`config.mk`:
```
export PLATFORM = sky130hd
export DESIGN_NAME = prog_loader_flat
export DESIGN_NICKNAME = d
export VERILOG_FILES = /design/src/rtl/prog_loader_if.sv /design/src/rtl/prog_loader.sv /design/src/flat_wrapper.sv
export SDC_FILE = /design/constraint.sdc
export NUM_CORES = 1
export LEC_CHECK = 0
export ABC_AREA = 1
export CORE_UTILIZATION = 23
export DETAILED_ROUTE_END_ITERATION = 7
export GPL_ROUTABILITY_DRIVEN = 0
export PLACE_DENSITY = 0.37
export SLEW_MARGIN = 5
export SYNTH_ARGS = -nofsm -noshare
export SYNTH_HDL_FRONTEND = slang
export SYNTH_SLANG_ARGS = --single-unit
export TNS_END_PERCENT = 100
```
`constraint.sdc`:
```
create_clock -name clk -period 3.6 [get_ports clk]
set_input_delay 0.72 -clock clk [delete_from_list [all_inputs] [get_ports clk]]
set_output_delay 0.72 -clock clk [all_outputs]
set_load 0.05 [all_outputs]
```
`src/rtl/prog_loader_if.sv`:
```
// Bus bundle between prog_loader and its environment.
//   uart_empty / uart_in / uart_rdreq : show-ahead receive FIFO (head byte + pop)
//   mem_we / mem_addr / mem_wdata     : single-cycle word write port
//   cpu_run / load_err / words_loaded : load status towards the CPU
// master = prog_loader side, slave = FIFO / memory / CPU side.
interface prog_loader_if;
  logic        uart_empty;
  logic [7:0]  uart_in;
  logic        uart_rdreq;
  logic        mem_we;
  logic [31:0] mem_addr;
  logic [31:0] mem_wdata;
  logic        cpu_run;
  logic        load_err;
  logic [31:0] words_loaded;

  modport master (
    input  uart_empty, uart_in,
    output uart_rdreq, mem_we, mem_addr, mem_wdata, cpu_run, load_err, words_loaded
  );

  modport slave (
    output uart_empty, uart_in,
    input  uart_rdreq, mem_we, mem_addr, mem_wdata, cpu_run, load_err, words_loaded
  );
endinterface

```
`src/rtl/prog_loader.sv`:
```
// Program loader: pulls a length-prefixed, XOR-checksummed program from a UART
// receive FIFO, writes it word by word into memory starting at BASE_ADDR and
// then releases the CPU (or flags an error and keeps the CPU stalled).
// Stream format: 4-byte LE length N (words), N x 4-byte LE words, 1 checksum
// byte equal to the XOR of all data bytes.
// Ports:
//   clk    : single clock, rising edge
//   rst_n  : asynchronous active-low reset
//   bus    : prog_loader_if.master (UART FIFO in, memory write out, status out)
//
// state   | meaning
// --------+-------------------------------------------------------------
// S_LEN   | collecting the 4 length bytes
// S_DATA  | collecting program words, one write pulse per completed word
// S_CSUM  | waiting for the checksum byte
// S_DONE  | load good, CPU released, no further bytes consumed
// S_ERROR | bad length or checksum, CPU held, exit only by reset
module prog_loader #(
  parameter logic [31:0] BASE_ADDR = 32'h0000_0000,
  parameter int          MAX_WORDS = 4096
) (
  input  logic          clk,
  input  logic          rst_n,
  prog_loader_if.master bus
);

  localparam logic [31:0] MAX_W = 32'(MAX_WORDS);

  typedef enum logic [2:0] {
    S_LEN   = 3'd0,
    S_DATA  = 3'd1,
    S_CSUM  = 3'd2,
    S_DONE  = 3'd3,
    S_ERROR = 3'd4
  } state_t;

  state_t      state_q, state_d;
  logic [1:0]  byte_cnt_q, byte_cnt_d;
  logic [23:0] asm_q, asm_d;          // lower three bytes of the word/length in flight
  logic [31:0] len_q, len_d;
  logic [31:0] wcnt_q, wcnt_d;        // words fully received
  logic [7:0]  xor_q, xor_d;
  logic        mem_we_q, mem_we_d;
  logic [31:0] mem_addr_q, mem_addr_d;
  logic [31:0] mem_wdata_q, mem_wdata_d;
  logic        cpu_run_q, cpu_run_d;
  logic        load_err_q, load_err_d;
  logic [31:0] words_loaded_q, words_loaded_d;

  logic        rd_en;
  logic        last_byte;
  logic [31:0] full_word;

  // The 4th byte completes the word straight from the FIFO head.
  assign full_word = {bus.uart_in, asm_q};
  assign last_byte = rd_en && (byte_cnt_q == 2'd3);

  // ---------------- state register ----------------
  always_ff @(posedge clk or negedge rst_n) begin
    if (!rst_n) state_q <= S_LEN;
    else        state_q <= state_d;
  end

  // ---------------- next-state logic ----------------
  always_comb begin
    state_d = state_q;
    case (state_q)
      S_LEN: begin
        if (last_byte) begin
          if (full_word == 32'd0)      state_d = S_CSUM;
          else if (full_word > MAX_W)  state_d = S_ERROR;
          else                         state_d = S_DATA;
        end
      end
      S_DATA: begin
        if (last_byte && (wcnt_q + 32'd1 == len_q)) state_d = S_CSUM;
      end
      S_CSUM: begin
        if (rd_en) state_d = (bus.uart_in == xor_q) ? S_DONE : S_ERROR;
      end
      default: state_d = state_q;
    endcase
  end

  // ---------------- FSM outputs ----------------
  // Gated by rst_n so the FIFO is never popped while reset is held.
  always_comb begin
    rd_en = 1'b0;
    if (rst_n && !bus.uart_empty &&
        (state_q == S_LEN || state_q == S_DATA || state_q == S_CSUM))
      rd_en = 1'b1;
  end

  // ---------------- datapath next values ----------------
  always_comb begin
    byte_cnt_d     = byte_cnt_q;
    asm_d          = asm_q;
    len_d          = len_q;
    wcnt_d         = wcnt_q;
    xor_d          = xor_q;
    mem_we_d       = 1'b0;
    mem_addr_d     = mem_addr_q;
    mem_wdata_d    = mem_wdata_q;
    words_loaded_d = words_loaded_q + {31'd0, mem_we_q};
    cpu_run_d      = (state_d == S_DONE);
    load_err_d     = (state_d == S_ERROR);

    if (rd_en && (state_q == S_LEN || state_q == S_DATA)) begin
      byte_cnt_d = byte_cnt_q + 2'd1;
      case (byte_cnt_q)
        2'd0:    asm_d[7:0]   = bus.uart_in;
        2'd1:    asm_d[15:8]  = bus.uart_in;
        2'd2:    asm_d[23:16] = bus.uart_in;
        default: asm_d        = asm_q;
      endcase
    end

    if (last_byte && state_q == S_LEN) len_d = full_word;

    if (rd_en && state_q == S_DATA) begin
      xor_d = xor_q ^ bus.uart_in;
      if (byte_cnt_q == 2'd3) begin
        mem_we_d    = 1'b1;
        mem_wdata_d = full_word;
        mem_addr_d  = BASE_ADDR + (wcnt_q << 2);
        wcnt_d      = wcnt_q + 32'd1;
      end
    end
  end

  // ---------------- datapath registers ----------------
  always_ff @(posedge clk or negedge rst_n) begin
    if (!rst_n) begin
      byte_cnt_q     <= 2'd0;
      asm_q          <= 24'd0;
      len_q          <= 32'd0;
      wcnt_q         <= 32'd0;
      xor_q          <= 8'd0;
      mem_we_q       <= 1'b0;
      mem_addr_q     <= BASE_ADDR;
      mem_wdata_q    <= 32'd0;
      cpu_run_q      <= 1'b0;
      load_err_q     <= 1'b0;
      words_loaded_q <= 32'd0;
    end else begin
      byte_cnt_q     <= byte_cnt_d;
      asm_q          <= asm_d;
      len_q          <= len_d;
      wcnt_q         <= wcnt_d;
      xor_q          <= xor_d;
      mem_we_q       <= mem_we_d;
      mem_addr_q     <= mem_addr_d;
      mem_wdata_q    <= mem_wdata_d;
      cpu_run_q      <= cpu_run_d;
      load_err_q     <= load_err_d;
      words_loaded_q <= words_loaded_d;
    end
  end

  assign bus.uart_rdreq   = rd_en;
  assign bus.mem_we       = mem_we_q;
  assign bus.mem_addr     = mem_addr_q;
  assign bus.mem_wdata    = mem_wdata_q;
  assign bus.cpu_run      = cpu_run_q;
  assign bus.load_err     = load_err_q;
  assign bus.words_loaded = words_loaded_q;

endmodule

```
`src/flat_wrapper.sv`:
```
// flat-port wrapper written by rule: the top's interface ports become plain ports
module prog_loader_flat 
#(
  parameter logic [31:0] BASE_ADDR = 32'h0000_0000,
  parameter int          MAX_WORDS = 4096
)
  (clk, rst_n, bus_uart_empty, bus_uart_in, bus_uart_rdreq, bus_mem_we, bus_mem_addr, bus_mem_wdata, bus_cpu_run, bus_load_err, bus_words_loaded);
  prog_loader_if bus_i ();
  input  logic clk;
  input  logic rst_n;
  input wire logic [$bits(bus_i.uart_empty)-1:0] bus_uart_empty;
  input wire logic [$bits(bus_i.uart_in)-1:0] bus_uart_in;
  output wire logic [$bits(bus_i.uart_rdreq)-1:0] bus_uart_rdreq;
  output wire logic [$bits(bus_i.mem_we)-1:0] bus_mem_we;
  output wire logic [$bits(bus_i.mem_addr)-1:0] bus_mem_addr;
  output wire logic [$bits(bus_i.mem_wdata)-1:0] bus_mem_wdata;
  output wire logic [$bits(bus_i.cpu_run)-1:0] bus_cpu_run;
  output wire logic [$bits(bus_i.load_err)-1:0] bus_load_err;
  output wire logic [$bits(bus_i.words_loaded)-1:0] bus_words_loaded;
  assign bus_i.uart_empty = bus_uart_empty;
  assign bus_i.uart_in = bus_uart_in;
  assign bus_uart_rdreq = bus_i.uart_rdreq;
  assign bus_mem_we = bus_i.mem_we;
  assign bus_mem_addr = bus_i.mem_addr;
  assign bus_mem_wdata = bus_i.mem_wdata;
  assign bus_cpu_run = bus_i.cpu_run;
  assign bus_load_err = bus_i.load_err;
  assign bus_words_loaded = bus_i.words_loaded;
  prog_loader #(.BASE_ADDR(BASE_ADDR), .MAX_WORDS(MAX_WORDS)) u_core (.clk(clk), .rst_n(rst_n), .bus(bus_i));
endmodule
```
### Yosys cells after proc, flatten, opt, wreduce, memory -nomap -nowiden

Cells that the tools add are included.

| storage, ports and cells | value |
|---|---|
| register bits | 198 |
| input port bits | 11 |
| output and inout bits | 100 |
| logic and storage cells | 55 |

| cells by class | value |
|---|---|
| add/subtract/negate cells | 3 |
| order comparisons | 1 |
| equal/unequal tests | 9 |
| muxes and demuxes | 10 |
| bitwise logic cells | 1 |
| reduce and logical (&&, ||, !) cells | 17 |

Operators with widths:

| operator | number |
|---|---|
| $add A32 B1 Y32 | 1 |
| $add A32 B1 Y32 const B | 1 |
| $eq A32 B32 Y1 | 1 |
| $gt A32 B13 Y1 const B | 1 |
| $logic_not A32 Y1 | 1 |
| $mux W3 | 6 |
| $pmux W3 S3 | 1 |
| $eq A8 B8 Y1 | 1 |
| $reduce_and A2 Y1 | 4 |
| $xor A8 B8 Y8 | 1 |
| $logic_and A1 B1 Y1 | 7 |
| $eq A3 B2 Y1 const B | 2 |
| $eq A2 B2 Y1 const B | 2 |
| $eq A3 B1 Y1 const B | 1 |
| $eq A3 B3 Y1 const B | 1 |
| $logic_not A3 Y1 | 1 |
| $mux W1 | 3 |
| $add A2 B1 Y2 const B | 1 |
| $eq A2 B1 Y1 const B | 1 |
| $logic_not A2 Y1 | 1 |
| $logic_or A1 B1 Y1 | 2 |
| $logic_not A1 Y1 | 1 |

### Depth between registers and ports, before layout

| logic depth | value |
|---|---|
| depth after elaboration | 10 |
| mapped depth | 18 |

### Worst setup path after synthesis

No wires, ideal clock.

| timing | value |
|---|---|
| path type | register -> register |
| start point | register u_core.mem_we_q (netlist: u_core.bus.mem_we) |
| end point | register u_core.words_loaded_q[29] (netlist: u_core.bus.words_loaded[29]) |
| library setup time | 0.141 ns |
| data arrival time | 2.271 ns |
| data required time | 3.459 ns |
| path slack | 1.188 ns |
| stages on the path, launching flop included | 12 |
| path buffers | 0 |
| period minus slack after synthesis | 2.412 ns |
| path through | dfrtp_1 ha_1 nand3_1 nor2_1 nand4_1 nor3_2 nand4_1 nor2_1 nand2_1 nor2_2 nand3_1 xnor2_1 |

| on the way | value |
|---|---|
| word-level cells in the longest chain between the ends | 1 |

Ends and longest elaborated chain:

| item | RTL line | source |
|---|---|---|
| start: declaration | prog_loader.sv:43 | `logic mem_we_q, mem_we_d;` |
| start signal: assignment | prog_loader.sv:151 | `mem_we_q <= mem_we_d;` |
| $add A32 B1 Y32 | prog_loader.sv:104 | `words_loaded_d = words_loaded_q + {31'd0, mem_we_q};` |
| net u_core.words_loaded_d[29] | prog_loader.sv:48 | `logic [31:0] words_loaded_q, words_loaded_d;` |
| end signal: assignment | prog_loader.sv:156 | `words_loaded_q <= words_loaded_d;` |
| end: declaration | prog_loader.sv:48 |  |

The timed path passes the listed nets, and every way through them passes these cells.
A chain may end at the register's enable or synchronous reset.

### Worst setup path after layout

| timing | value |
|---|---|
| start point | register u_core.wcnt_q[0] |
| end point | register u_core.cpu_run_q (netlist: u_core.bus.cpu_run) |

| on the way | value |
|---|---|
| word-level cells in the longest chain between the ends | 6 |

Ends and longest elaborated chain:

| item | RTL line | source |
|---|---|---|
| start: declaration | prog_loader.sv:41 | `logic [31:0] wcnt_q, wcnt_d;` |
| start signal: assignment | prog_loader.sv:149 | `wcnt_q <= wcnt_d;` |
| $add A32 B1 Y32 | prog_loader.sv:76 | `if (last_byte && (wcnt_q + 32'd1 == len_q)) state_d = S_CSUM;` |
| $eq A32 B32 Y1 | prog_loader.sv:76 |  |
| $logic_and A1 B1 Y1 | prog_loader.sv:76 |  |
| $mux W3 | prog_loader.sv:76 |  |
| $pmux W3 S3 | prog_loader.sv:67 | `case (state_q)` |
| $eq A3 B2 Y1 | prog_loader.sv:105 | `cpu_run_d = (state_d == S_DONE);` |
| net u_core.cpu_run_d | prog_loader.sv:46 | `logic cpu_run_q, cpu_run_d;` |
| end signal: assignment | prog_loader.sv:154 | `cpu_run_q <= cpu_run_d;` |
| end: declaration | prog_loader.sv:46 |  |

The timed path passes the listed nets, and every way through them passes these cells.

==> out/metrics.csv <==
stage,metric,value,unit
synthesis,yosys.area.top_type,sky130_fd_sc_hd__dfrtp_1,
cells_and_area,stdcell_area,0.01205,mm²
synthesis,netlist_top_cells_area,"sky130_fd_sc_hd__dfrtp_1 (51%), sky130_fd_sc_hd__nand2_1 (16%), sky130_fd_sc_hd__o21ai_0 (6.6%)",
flow_run,cap_viol_max_count,0,
outcome,result_of_the_run,completed,
die,dieHeight,207.7,µm
timing,fin_crit,2.715,ns
placed_design,placed_cells_incl_taps,1844,
synthesis,synth_enable_flop_cells,0,
grt,grt_usage,0.1491,
timing,worstMarginPinSlew,0.8034,ns
critical_path,timing.critical_path.buf_inv,0,
die,die-area,0.04314,mm²
timing,fin_tns_setup,0,ns
critical_path,critical_path.max_fanout,9,
synthesis,ys.warnings.count,0,
clocking,clock-sinks,198,
synthesis,yosys_most_used_dff,sky130_fd_sc_hd__dfrtp_1,
clocking,max-clock-path-buffers,2,
critical_path,crit_required,3.96,ns
grt,global_route_wire_length_before_repair,48480,µm
route,drt_first_pass_iters,5,
route,wl_per_cell,16.55,µm
critical_path,reg2reg_to,u_core.bus.cpu_run,
route,route.detailed.drc,0,
synthesis,synth_simple_gate_area_frac,0.2985,
critical_path,worst_ep_arrival_time,3.08,ns
grt,maximum_number_of_pins_on_one_net_before_global_route_repair,83,
clocking,cts_buffer_count,17,
power,power-per-cell-area,358.7,mW/mm²
synthesis,synth_top_cells_by_count,"sky130_fd_sc_hd__nand2_1 (422), sky130_fd_sc_hd__dfrtp_1 (198), sky130_fd_sc_hd__o21ai_0 (129)",
grt,grt_pass1_vias,7943,
synthesis,synth.most_common_cell,sky130_fd_sc_hd__nand2_1,
route,viasPerCell,4.276,
power,cellLeakagePower,5.677,nW
timing,finalMaxSlewViolations,0,
timing,rsz0062_at_grt,no,
cells_and_area,drive_gt1_frac,0.06027,
route,drt_wl_total,31060,µm
placed_design,dp_worst_setup_slack,0.3563,ns
critical_path,cpPeakStageDelay,0.58,ns
timing,timing.max_slew.rel_slack,0.4644,
placed_design,dp.final_hpwl,23270,µm
critical_path,worst-setup-path-type,reg2reg,
clocking,tritoncts,yes,
synthesis,syn_avg_cell_area,7.926,µm²
synthesis,netlist_instances,1228,
die,dieWidth,207.7,µm
synthesis,synth-async-reset-ratio,1.000,
critical_path,crit_path_top_delay_cell,sky130_fd_sc_hd__dfrtp_1,
route,route.vias.total,8022,
critical_path,timing.critical_path.cells,ha_1 -> nand2_1 -> nor2_2 -> nand2_4 -> nor2_8 -> nand2_1 -> nand2_1 -> nand2_1 -> nand2_1 -> nand2_1 -> nor2_1 -> nand2_1 -> nor2_1 -> nand3_1 -> nand2_1 -> nand2_1 -> nand2_1 -> nor2_2,
clocking,cts-resized-gates,0,
critical_path,cp-end-kind,flip-flop,
cells_and_area,layout_nets,1350,
critical_path,start_kind,flip-flop,
hold_path,hold_path_class,in2async,
critical_path,reg2regPathDepth,18,
power,peak_ir_drop_on_the_vdd_network,0.2550,mV
timing,finalHoldViolations,0,
clocking,clkLatencyLatePin,0.47,ns
synthesis,synth_adder_area_share,0.01028,
timing,setup_ws,0.8849,ns
clocking,clockRootBuffer,sky130_fd_sc_hd__clkbuf_16,
placed_design,postPlaceCellArea,0.01145,mm²
cells_and_area,insertedDiodeCount,0,
synthesis,synth_largest_type_area_fraction,0.5091,
synthesis,synth_compound_area_frac,0.07649,
timing,clock_skew,0.01494,ns
route,drt_first_iter_violations,434,
critical_path,reg2reg_from,u_core.wcnt_q[0],
placed_design,buffer_ports.inserted,108,
cells_and_area,area_growth_from_synthesis_to_layout,23.82,%
synthesis,synth_top_family_by_area,simple AND/OR/NAND/NOR gates,
synthesis,multiplexer_share_of_the_synthesized_area,0,
die,core.rowCount,74,
critical_path,path_common_cell,sky130_fd_sc_hd__nand2_1,
synthesis,syn-cell-area,0.009733,mm²
clocking,ctsHtreeMaxLevel,4,
synthesis,yosysUniqueCellTypes,35,
timing,max_freq,368.3,MHz
die,ios,111,
die,core,0.04129,mm²
timing,setup_viols_final,0,
grt,grt_antenna_before_repair,0,
critical_path,cp_top_delay_family,simple AND/OR/NAND/NOR gates,
clocking,cts.clk_slew.worst_paths,0.08,ns
timing,layout_worst_path_cycle_share,0.7542,
cells_and_area,number_of_standard_cells_in_the_final_layout_excluding_fillers,1876,
synthesis,ys_ff_latch,198,
critical_path,regToRegSetupSlack,0.88,ns
synthesis,post_synth_xor_area_fraction,0.04242,
grt,grt_overflow_total,0,
clocking,number_of_post_cts_setup_repair_buffers,0,
die,floorplan.initialDensity,0.2357,
clocking,postCtsHoldBufs,0,
synthesis,ys_seq_area_frac,0.5091,
route,drtAntennaViolNets,0,
==> power breakdown <==
part | switching [mW] | internal, mW
logic | 0.0769 | 0.0156
registers | 0 | 2.22
clock network | 1.06 | 0.944
total | 1.14 | 3.18
==> flip-flops by register name, indices dropped and copies added, names as in the netlist <==
signal                   cells
u_core.bus.mem_we            1
u_core.wcnt_q               32
u_core.len_q                32
u_core.bus.cpu_run           1
u_core.asm_q                24
u_core.bus.words_loaded     32
u_core.bus.mem_wdata        32
u_core.bus.mem_addr         30
u_core.byte_cnt_q            2
u_core.xor_q                 8
u_core.state_q               3
u_core.bus.load_err          1
==> how the worst max path moves through the flow <==
stage,from,end,slack [ns],cells after the start
6_report,u_core.wcnt_q[0],u_core.bus.cpu_run,0.88,18
3_5_place_dp,bus_uart_empty,u_core.bus.load_err,0.36,14
3_3_place_gp,bus_uart_empty,u_core.bus.cpu_run,0.32,15
5_1_grt,u_core.wcnt_q[0],u_core.bus.cpu_run,0.52,18
2_1_floorplan,u_core.bus.mem_we,u_core.bus.words_loaded[29],1.19,11
4_1_cts,bus_uart_empty,u_core.bus.load_err,0.86,14
==> layer usage <==
layer,routed length [µm],up-vias,share of wire,global-route usage
li1,-,4110,-,-
met1,16070,3775,0.52,0.2145
met2,13800,121,0.44,0.2293
met3,925,16,0.030,0.02980
met4,262,0,0.0084,0.03218
met5,0,-,0,0
==> metrics by stage <==
step           hold WS [ns]    util  power (mW)
6_report             0.3791  0.2918       4.323
5_1_grt              0.4003  0.2918       4.491
4_1_cts              0.3793  0.2918       4.409
3_5_place_dp         0.4619  0.2773       2.365
3_3_place_gp         0.4617  0.2773       2.366
2_1_floorplan        0.4244       -       2.282
==> cell usage in the layout (no fill, tap or decap), drive strengths merged, types with 9 or more instances in the layout <==
cell             n
nand2          431
dfrtp          198
nor2           109
inv            133
clkdlybuf4s50  106
buf              9
nand3          103
xnor2           14
clkbuf          18
o21ai          138
xor2            28
nand4           13
==> area by class of cell <==
| class | instances | area [µm²] |
|---|---|---|
| fillers | 4490 | 29240 |
| flip-flops and latches | 198 | 4955 |
| multi-input cells | 873 | 4178 |
| repair buffers | 116 | 1180 |
| well taps | 532 | 665.6 |
| inverters | 125 | 471.7 |
| clock buffers | 17 | 425.4 |
| clock inverters | 15 | 176.4 |
==> worst register-to-register path: stages, from the launching register on <==
cell and delay, ns:
sky130_fd_sc_hd__dfrtp_1 0.58, sky130_fd_sc_hd__ha_1 0.27, sky130_fd_sc_hd__nand2_1 0.11, sky130_fd_sc_hd__nor2_2 0.22
sky130_fd_sc_hd__nand2_4 0.13, sky130_fd_sc_hd__nor2_8 0.19, sky130_fd_sc_hd__nand2_1 0.07, sky130_fd_sc_hd__nand2_1 0.08
sky130_fd_sc_hd__nand2_1 0.09, sky130_fd_sc_hd__nand2_1 0.12, sky130_fd_sc_hd__nand2_1 0.07, sky130_fd_sc_hd__nor2_1 0.09
sky130_fd_sc_hd__nand2_1 0.08, sky130_fd_sc_hd__nor2_1 0.10, sky130_fd_sc_hd__nand3_1 0.10, sky130_fd_sc_hd__nand2_1 0.13
sky130_fd_sc_hd__nand2_1 0.06, sky130_fd_sc_hd__nand2_1 0.08, sky130_fd_sc_hd__nor2_2 0.05
==> logic make-up after synthesis <==
kind of cell / after synthesis
AO/OA/AOI/OAI: 147
buffers and inverters: 158
AND/OR/NAND/NOR: 672
flip-flops: 198
adder cells (fa/ha/maj): 8
other: 1
XOR/XNOR: 44
Note: power is estimated with default switching activity, not from simulation.
